<file path="src/rtl/clk_gate_pkg.sv">
// Shared types and limits for the clock-gate controller: FSM state encoding,
// counter width and the legal ranges of the timing parameters.
package clk_gate_pkg;

    localparam int CNT_W = 4;

    localparam int N_REQ_MIN    = 1;
    localparam int N_REQ_MAX    = 8;
    localparam int WAKE_CYC_MIN = 1;
    localparam int WAKE_CYC_MAX = 15;
    localparam int IDLE_CYC_MIN = 1;
    localparam int IDLE_CYC_MAX = 15;

    typedef enum logic [1:0] {
        OFF       = 2'd0,
        WAKE      = 2'd1,
        ON        = 2'd2,
        IDLE_WAIT = 2'd3
    } state_e;

endpackage

</file>
<file path="src/rtl/clock_gate_cell.sv">
// Glitch-free clock gate: enable is captured by a latch that is transparent
// only while clk_in is low, then ANDed with clk_in.
module clock_gate_cell (
    input  logic clk_in,
    input  logic en,
    input  logic rst_n,
    output logic clk_out
);

    logic en_lat;

    // Enable can only change while clk_in is low, so a high phase is never cut short.
    always_latch begin
        if (!rst_n) begin
            en_lat <= 1'b0;
        end else if (!clk_in) begin
            en_lat <= en;
        end
    end

    assign clk_out = clk_in & en_lat;

endmodule

</file>
<file path="src/rtl/clk_gate_ctrl.sv">
// Request-driven clock gate controller: wakes the gated clock for WAKE_CYC
// cycles before granting, and gates it off after IDLE_CYC request-free cycles.
module clk_gate_ctrl
    import clk_gate_pkg::*;
#(
    parameter int N_REQ    = 4,
    parameter int WAKE_CYC = 2,
    parameter int IDLE_CYC = 8
) (
    input  logic             clk_in,
    input  logic             rst_n,
    input  logic [N_REQ-1:0] req,
    input  logic             force_on,
    output logic [N_REQ-1:0] ack,
    output logic             clk_out,
    output logic             clk_en,
    output logic [1:0]       state_o
);

    if (N_REQ < N_REQ_MIN || N_REQ > N_REQ_MAX) begin : g_bad_n_req
        $error("clk_gate_ctrl: N_REQ out of range");
    end
    if (WAKE_CYC < WAKE_CYC_MIN || WAKE_CYC > WAKE_CYC_MAX) begin : g_bad_wake
        $error("clk_gate_ctrl: WAKE_CYC out of range");
    end
    if (IDLE_CYC < IDLE_CYC_MIN || IDLE_CYC > IDLE_CYC_MAX) begin : g_bad_idle
        $error("clk_gate_ctrl: IDLE_CYC out of range");
    end

    localparam logic [CNT_W-1:0] WAKE_LOAD = CNT_W'(WAKE_CYC - 1);
    localparam logic [CNT_W-1:0] IDLE_LOAD = CNT_W'(IDLE_CYC - 1);

    state_e             state_q, state_d;
    logic [CNT_W-1:0]   cnt_q, cnt_d;
    logic [N_REQ-1:0]   ack_q, ack_d;
    logic               clk_en_q, clk_en_d;

    logic               any_req;
    logic               cnt_zero;
    logic [CNT_W-1:0]   cnt_dec;

    always_ff @(posedge clk_in or negedge rst_n) begin
        if (!rst_n) begin
            state_q  <= OFF;
            cnt_q    <= '0;
            ack_q    <= '0;
            clk_en_q <= 1'b0;
        end else begin
            state_q  <= state_d;
            cnt_q    <= cnt_d;
            ack_q    <= ack_d;
            clk_en_q <= clk_en_d;
        end
    end

    always_comb begin
        any_req  = (|req) | force_on;
        cnt_zero = (cnt_q == '0);
        cnt_dec  = cnt_zero ? '0 : cnt_q - CNT_W'(1);
        state_d  = state_q;
        cnt_d    = cnt_q;
        ack_d    = '0;

        case (state_q)
            OFF: begin
                if (any_req) begin
                    state_d = WAKE;
                    cnt_d   = WAKE_LOAD;
                end
            end
            WAKE: begin
                if (!cnt_zero) begin
                    cnt_d = cnt_dec;
                end else if (any_req) begin
                    state_d = ON;
                end else begin
                    state_d = IDLE_WAIT;
                    cnt_d   = IDLE_LOAD;
                end
            end
            ON: begin
                ack_d = req;
                if (!any_req) begin
                    state_d = IDLE_WAIT;
                    cnt_d   = IDLE_LOAD;
                end
            end
            IDLE_WAIT: begin
                // A request arriving on the expiry edge keeps the clock running.
                if (any_req) begin
                    state_d = ON;
                end else if (cnt_zero) begin
                    state_d = OFF;
                end else begin
                    cnt_d = cnt_dec;
                end
            end
            default: begin
                state_d = OFF;
            end
        endcase

        clk_en_d = (state_d != OFF);
    end

    clock_gate_cell u_gate (
        .clk_in  (clk_in),
        .en      (clk_en_q),
        .rst_n   (rst_n),
        .clk_out (clk_out)
    );

    assign ack     = ack_q;
    assign clk_en  = clk_en_q;
    assign state_o = state_q;

endmodule

</file>
<file path="config.mk">
export PLATFORM = sky130hd
export DESIGN_NAME = clk_gate_ctrl
export DESIGN_NICKNAME = d
export VERILOG_FILES = /design/src/rtl/clk_gate_pkg.sv /design/src/rtl/clock_gate_cell.sv /design/src/rtl/clk_gate_ctrl.sv
export SDC_FILE = /design/constraint.sdc
export NUM_CORES = 1
export LEC_CHECK = 0
export CAP_MARGIN = 20
export CELL_PAD_IN_SITES_DETAIL_PLACEMENT = 1
export CELL_PAD_IN_SITES_GLOBAL_PLACEMENT = 1
export CORE_MARGIN = 2
export CORE_UTILIZATION = 40
export CTS_BUF_LIST = sky130_fd_sc_hd__clkbuf_8
export CTS_CLUSTER_DIAMETER = 30
export DETAILED_ROUTE_END_ITERATION = 10
export PLACE_DENSITY_LB_ADDON = 0.1
export SYNTH_ARGS = -nofsm -noshare
export SYNTH_HDL_FRONTEND = slang
export SYNTH_SLANG_ARGS = --single-unit
</file>
<file path="constraint.sdc">
create_clock -name clk_in -period 5.1 [get_ports clk_in]
set_input_delay 0.51 -clock clk_in [delete_from_list [all_inputs] [get_ports clk_in]]
set_output_delay 0.51 -clock clk_in [all_outputs]
set_load 0.01 [all_outputs]
</file>
* Word-level counts from Yosys, hierarchy flattened
Cells that the tools add are included.
** Storage, ports and cells
- Register bits :: 11
- Output and inout bits :: 8
- Latch bits :: 1
- Bits of input ports :: 7
- Logic and storage cells :: 37
** Operators by class
- Multiplexer cells :: 18
- Reduce and logical (&&, ||, !) cells :: 5
- Add/sub/neg operators :: 1
- Bitwise logic cells :: 2
- Equal/unequal tests :: 6
** Operator list (number)
- two-way mux 4 bit :: 6
- case mux 4 bit (4 select lines) :: 1
- two-way mux 2 bit :: 5
- case mux 2 bit (4 select lines) :: 1
- inequality test 2 bit, second input constant :: 3
- two-way mux 1 bit :: 5
- equality test 2 bit, second input constant :: 2
- zero test 4 bit :: 1
- OR reduction 4 bit :: 1
- subtractor 4 x 1 -> 4 bit, second input constant :: 1
- AND reduction 3 bit :: 1
- equality test 2 x 1 -> 1 bit, second input constant :: 1
- zero test 2 bit :: 1
- nonzero test 2 bit :: 1
- bitwise AND 1 bit :: 1
- OR 1 bit :: 1

* Depth between registers and ports, before layout
Gate-level depths: netlist of run 1.
- Word-level depth :: 6
- Gate-level depth with buffers :: 6
- Depth with buffers taken out :: 6

* Cells and area by module
From an unflattened synthesis of run 1, not the netlist that was laid out.
** Unflattened totals
- Cell total of the unflattened synthesis :: 71
- Area, all modules :: 653.1 um^2
** By module, submodules not included
- clk_gate_ctrl :: instances 1, area each 621.8 um^2, seq. area each 275.3 um^2, cells an instance 67
- clock_gate_cell :: instances 1, area each 31.3 um^2, seq. area each 0.0 um^2, cells an instance 4

==> metrics.cfg, run 1 <==
[power]
power_leakage_nw = 0.379
irDropWorstVdd_mv = 0.150
p_per_area_nw_per_um2 = 353

[timing]
rsz0062_at_grt = false
skew_ns = 0.0969
setup_viol = 0
setup_slack_ns = 0.743
finalSetupTns_ns = 0
timing.final.max_slew_violations = 0
worstMarginPinSlew_ns = 1.01
relSlewSlack_pct = 31.7
hold_viol = 0

[route]
via_per_inst = 5.68
routed_wl_microns = 1830
routed-via-count = 619
drtAntennaViolNets = 0
firstDrtPassIters = 4
wl_per_cell_microns = 16.8
drc = 0
first_iter_violations = 11

[finish]
synthToLayoutAreaGrowth_pct = 43.8
n_antenna_cell = 0
drive_above_1_share_pct = 12.9
nets = 101
fin_area_sq_um = 925

[worst_setup_path]
required_ns = 2.83
cp_slowest_stage_delay_ns = 0.72
worst-path-buf-inv = 2
crit_family = buffers and inverters
critical_path_class = input pin to latch
cp_max_fo = 13
setup.worst_path.start_class = input pin
cp_data_arrival_time_ns = 2.08
crit_slowest_cell = clkdlybuf4s50_1
worstSetupEndpointType = latch
worstPathCellList = dlygate4sd3_1, clkdlybuf4s50_1, and2_1

[place]
hpwlAfterDp_microns = 1110
place_congestion = 0.733
dpl_worst_slack_ns = 1.01
port_buffers = 14
place_area_sq_um = 791

[die]
die_area_sq_um = 1940
std_cell_rows = 14
ios = 15
initial_core_util_pct = 42.7
die_y_microns = 44.1
die-width_microns = 44.1
coreArea_sq_um = 1510

[grt]
grt_use_total_pct = 24.7
grt_max_degree = 18
met3_usage_pct = 9.39
grt_pass1_wl_microns = 3130
use_met1_pct = 28.1
top_usage_layer = met2
first_global_vias = 705
antenna_found_initial = 0
met2_usage_pct = 35.3
overflow = 0

[clocking]
insertion_delay_ns = 0.34
cts_tree = done
post_cts_buffers = 0
clk_pin_slew_ns = 0.03

[yosys]
netlist_area_sq_um = 643
ys_types = 29
yosys_warnings = 0
ys_ff_latch = 12
syn_avg_cell_area_sq_um = 9.19
synthesis.nets = 78
netlist_instances = 70

[outcome]
run_status = finished, final reports clean

[worst_hold_path]
worstHoldPathType = input pin to clock gate

[run]
cap_violations = 0

## cells in the final DEF, fill, tap and decap left out, types with 3 or more instances in the layout
cell type,instances
o21ai_0,5
inv_1,5
clkdlybuf4s50_1,14
nand2_1,4
o211ai_1,4
a21oi_1,5
dlygate4sd3_1,3
nor2_1,5
and2_1,6
clkbuf_8,7
dfrtp_1,11
## layout make-up
type,count,area (sq um)
Fill cell,171,582
Clock buffer,8,106
Timing Repair Buffer,16,160
Clock inverter,2,7.51
Inverter,3,11.3
Sequential cell,12,290
Tap cell,16,20.0
Multi-Input combinational cell,52,329
## report_power, final
group	leakage (nW)	internal [mW]	switching [mW]
sequential	0.133	0.0974	0.00803
clock	0.0694	0.130	0.0561
combinational	0.177	0.0193	0.0148
total	0.379	0.247	0.0789
## tightest hold or removal path, delay by kind of cell
| family | cells | cell delay [ns] |
|---|---|---|
| buffers and inverters | 4 | 2.54 |
## layer usage
metal,vias up,share of wire (%)
li1,295,-
met3,4,3.6
met1,305,44
met4,0,2.1
met5,-,0
met2,15,50
## final timing paths
| check | slack (ns) | start | cells past startpoint | end |
|---|---|---|---|---|
| max in group asynchronous | 3.67 | rst_n | 2 | ack[1] |
| setup / recovery | 0.74 | rst_n | 3 | u_gate.en_lat |
| max in group gated | 2.24 | rst_n | 4 | clock gate |
| min in group clk_in | 0.58 | cnt_q[0] | 1 | cnt_q[0] |
| hold / removal | 0.27 | rst_n | 4 | clock gate |
| min in group asynchronous | 1.07 | rst_n | 2 | state_o[1] |
| hold reg to reg | 0.58 | cnt_q[0] | 1 | cnt_q[0] |
| setup reg to reg | 1.97 | clk_en | 1 | u_gate.en_lat |
## metrics by stage
| step | std cells | utilization [%] | hold slack (ns) | power (mW) |
|---|---|---|---|---|
| floorplan | 70 | - | -2.04 | 0.130 |
| global placement | 97 | 52.5 | -1.35 | 0.153 |
| detailed placement | 97 | 52.5 | -1.32 | 0.154 |
| CTS | 109 | 61.4 | 0.267 | 0.332 |
| global route | 109 | 61.4 | 0.367 | 0.347 |
| finish | 109 | 61.4 | 0.268 | 0.326 |
## cells by family (layout without fill, tap and decap cells)
| group | after synthesis | after routing | synth area share [%] |
|---|---|---|---|
| buffers and inverters | 6 | 29 | 3.70 |
| DFF | 11 | 11 | 42.8 |
| latches | 1 | 1 | 2.33 |
| muxes | 1 | 1 | 1.75 |
| and+or+nand+nor | 33 | 33 | 30.5 |
| AOI/OAI and AO/OA | 17 | 17 | 16.9 |
| adders and majority gates | 1 | 1 | 1.95 |
## timing repair
action / CTS / global route
resized for setup: 0 / 0
hold endpoints to repair: 1 / 0
hold buffers: 3 / 0
## flip-flops by register name, summed over array words and instances (netlist names)
register,count
ack,4
clk_en,1
cnt_q,4
state_o,2
u_gate.en_lat,1
## Yosys cell counts
| library cell | n | area share, % |
|---|---|---|
| nor4_1 | 2 | 1.9 |
| nor2_1 | 5 | 2.9 |
| or4_1 | 1 | 1.2 |
| mux2_2 | 1 | 1.8 |
| or3b_2 | 1 | 1.4 |
| nand4_1 | 1 | 0.97 |
| dfrtp_1 | 11 | 43 |
| o21a_1 | 1 | 1.2 |
| dlxtp_1 | 1 | 2.3 |
| nand4b_1 | 1 | 1.4 |
| clkbuf_1 | 2 | 1.2 |
| nor4bb_1 | 1 | 1.6 |
| and4b_1 | 1 | 1.6 |
| and2_1 | 6 | 5.8 |
| a21oi_1 | 5 | 3.9 |
| o31a_1 | 1 | 1.4 |
| a211oi_2 | 1 | 1.9 |
| clkbuf_2 | 1 | 0.78 |
| inv_1 | 3 | 1.8 |
| or2_4 | 1 | 1.4 |
| nand2b_1 | 2 | 1.9 |
| nand3_1 | 2 | 1.6 |
| nand2_1 | 4 | 2.3 |
| nor2b_1 | 2 | 1.9 |
| o211ai_1 | 4 | 4.7 |
| and2_2 | 1 | 1.2 |
| o21ai_0 | 5 | 3.9 |
| ha_1 | 1 | 1.9 |
| nor3_1 | 2 | 1.6 |
No activity file was read; power rests on OpenSTA's default activity.
==> run 2, diff against run 1 <==
--- a/config.mk
+++ b/config.mk
@@ -14,6 +14,8 @@
 export CTS_CLUSTER_DIAMETER = 30
 export DETAILED_ROUTE_END_ITERATION = 10
 export PLACE_DENSITY_LB_ADDON = 0.1
+export SETUP_SLACK_MARGIN = 0.1
+export SKIP_CTS_REPAIR_TIMING = 1
 export SYNTH_ARGS = -nofsm -noshare
 export SYNTH_HDL_FRONTEND = slang
 export SYNTH_SLANG_ARGS = --single-unit
==> metrics.cfg, run 2 (same netlist as run 1, synthesis figures left out) <==
[timing]
hold_viol = 0  ; unchanged
setup_viol = 0  ; unchanged
skew_ns = 0.100  ; +0.00337 ns
relSlewSlack_pct = 33.7  ; +2.0 points
finalSetupTns_ns = 0  ; unchanged
rsz0062_at_grt = false
worstMarginPinSlew_ns = 0.981  ; -0.0297 ns
timing.final.max_slew_violations = 0  ; unchanged

[finish]
ff_latch_area_sq_um = 290  ; unchanged
multi_input_area_sq_um = 329  ; unchanged
mostFrequentLayoutCells = clkdlybuf4s50_1, dfrtp_1, clkbuf_8
nets = 101  ; unchanged
drive_above_1_share_pct = 12.9  ; unchanged
fin_area_sq_um = 925  ; unchanged
n_antenna_cell = 0  ; unchanged
synthToLayoutAreaGrowth_pct = 43.8  ; unchanged
final_core_util_pct = 61.4  ; unchanged
final_common_cell = clkdlybuf4s50_1
fillCellCount = 171  ; unchanged

[die]
die_y_microns = 44.1  ; unchanged
initial_core_util_pct = 42.7  ; unchanged
ios = 15  ; unchanged
die_area_sq_um = 1940  ; unchanged
die-width_microns = 44.1  ; unchanged
coreArea_sq_um = 1510  ; unchanged
std_cell_rows = 14  ; unchanged

[grt]
overflow = 0  ; unchanged
first_global_vias = 681  ; -3.4%
antenna_found_initial = 0  ; unchanged
top_usage_layer = met2
met3_usage_pct = 9.39  ; unchanged
grt_use_total_pct = 23.7  ; -1.0 points
grt_pass1_wl_microns = 3020  ; -3.7%
grt_max_degree = 18  ; unchanged
met2_usage_pct = 33.8  ; -1.5 points
use_met1_pct = 27.7  ; -0.33 points

[route]
drtAntennaViolNets = 0  ; unchanged
routed-via-count = 622  ; +0.48%
drc = 0  ; unchanged
routed_wl_microns = 1830  ; about the same
firstDrtPassIters = 4  ; unchanged
wl_per_cell_microns = 16.8  ; about the same
via_per_inst = 5.71  ; +0.48%
first_iter_violations = 10  ; -1

[worst_setup_path]
cp_data_arrival_time_ns = 2.08  ; about the same
worstSetupEndpointType = latch
required_ns = 2.83  ; about the same
critical_path_class = input pin to latch
crit_slowest_cell = clkdlybuf4s50_1
cp_slowest_stage_delay_ns = 0.72  ; about the same
cp_max_fo = 13  ; unchanged
setup.worst_path.start_class = input pin
worstPathCellList = dlygate4sd3_1, clkdlybuf4s50_1, and2_1

[place]
port_buffers = 14  ; unchanged
hpwlAfterDp_microns = 1110  ; unchanged
place_congestion = 0.733  ; unchanged
place_area_sq_um = 791  ; unchanged

[run]
cap_violations = 0  ; unchanged

[power]
p_per_area_nw_per_um2 = 354  ; +0.41%
power_leakage_nw = 0.379  ; unchanged
irDropWorstVdd_mv = 0.151  ; +0.85%

[clocking]
insertion_delay_ns = 0.34  ; about the same
cts_tree = done
clk_pin_slew_ns = 0.03  ; about the same

[outcome]
run_status = finished, final reports clean

[worst_hold_path]
worstHoldPathType = input pin to clock gate

[run 2: cell counts in the layout (fill, tap and decap cells not counted)]
No cell type changed its count.
[run 2: worst max-delay path: cells and delay by family]
family                 cells  cell delay, ns
buffers and inverters      2            1.26
AND/OR/NAND/NOR            1            0.31
[run 2: path summary, 6_finish.rpt]
check / to / cells after the start / start / slack (ns)
max: u_gate.en_lat / 3 / rst_n / 0.74
min: clock gate / 4 / rst_n / 0.27
max reg2reg: u_gate.en_lat / 1 / clk_en / 1.96
min reg2reg: cnt_q[0] / 1 / cnt_q[0] / 0.58
max in group gated: clock gate / 4 / rst_n / 2.24
max in group asynchronous: state_o[0] / 2 / rst_n / 3.67
min in group clk_in: cnt_q[0] / 1 / cnt_q[0] / 0.58
min in group asynchronous: state_o[1] / 2 / rst_n / 1.07
[run 2: routing by layer]
layer / share of wire (%) / vias to the layer above
met4: 2.7 / 0
met2: 50 / 13
li1: - / 294
met1: 44 / 309
met3: 3.3 / 6
met5: 0 / -
[run 2: cell type report]
cell class | count | share of cell area [%]
multi-input combinational | 52 | 35.6
tap | 16 | 2.17
clock buffer | 8 | 11.5
clock inverter | 2 | 0.812
sequential | 12 | 31.4
inverter | 3 | 1.22
timing repair buffer | 16 | 17.3
[run 2: through the flow]
step / std cells / power, mW / setup WS (ns) / hold WS, ns
6_report: 109 / 0.327 / 0.742 / 0.270
5_1_grt: 109 / 0.347 / 0.645 / 0.367
4_1_cts: 106 / 0.330 / 0.772 / -1.56
3_5_place_dp: 97 / 0.154 / 1.01 / -1.32
3_3_place_gp: 97 / 0.153 / 1.04 / -1.35
2_1_floorplan: 70 / 0.130 / 1.61 / -2.04
[run 2: power breakdown]
| part | total [mW] | internal, mW | switching (mW) |
|---|---|---|---|
| Sequential | 0.105 | 0.0974 | 0.00799 |
| Clock | 0.188 | 0.130 | 0.0574 |
| Combinational | 0.0340 | 0.0193 | 0.0147 |
| Total | 0.327 | 0.247 | 0.0801 |
==> run 3, diff against run 2 <==
--- a/config.mk
+++ b/config.mk
@@ -12,6 +12,7 @@
 export CORE_UTILIZATION = 40
 export CTS_BUF_LIST = sky130_fd_sc_hd__clkbuf_8
 export CTS_CLUSTER_DIAMETER = 30
+export CTS_CLUSTER_SIZE = 12
 export DETAILED_ROUTE_END_ITERATION = 10
 export PLACE_DENSITY_LB_ADDON = 0.1
 export SETUP_SLACK_MARGIN = 0.1
==> results of run 3 <==
Final layout, timing and power as in run 2 (identical DEF).
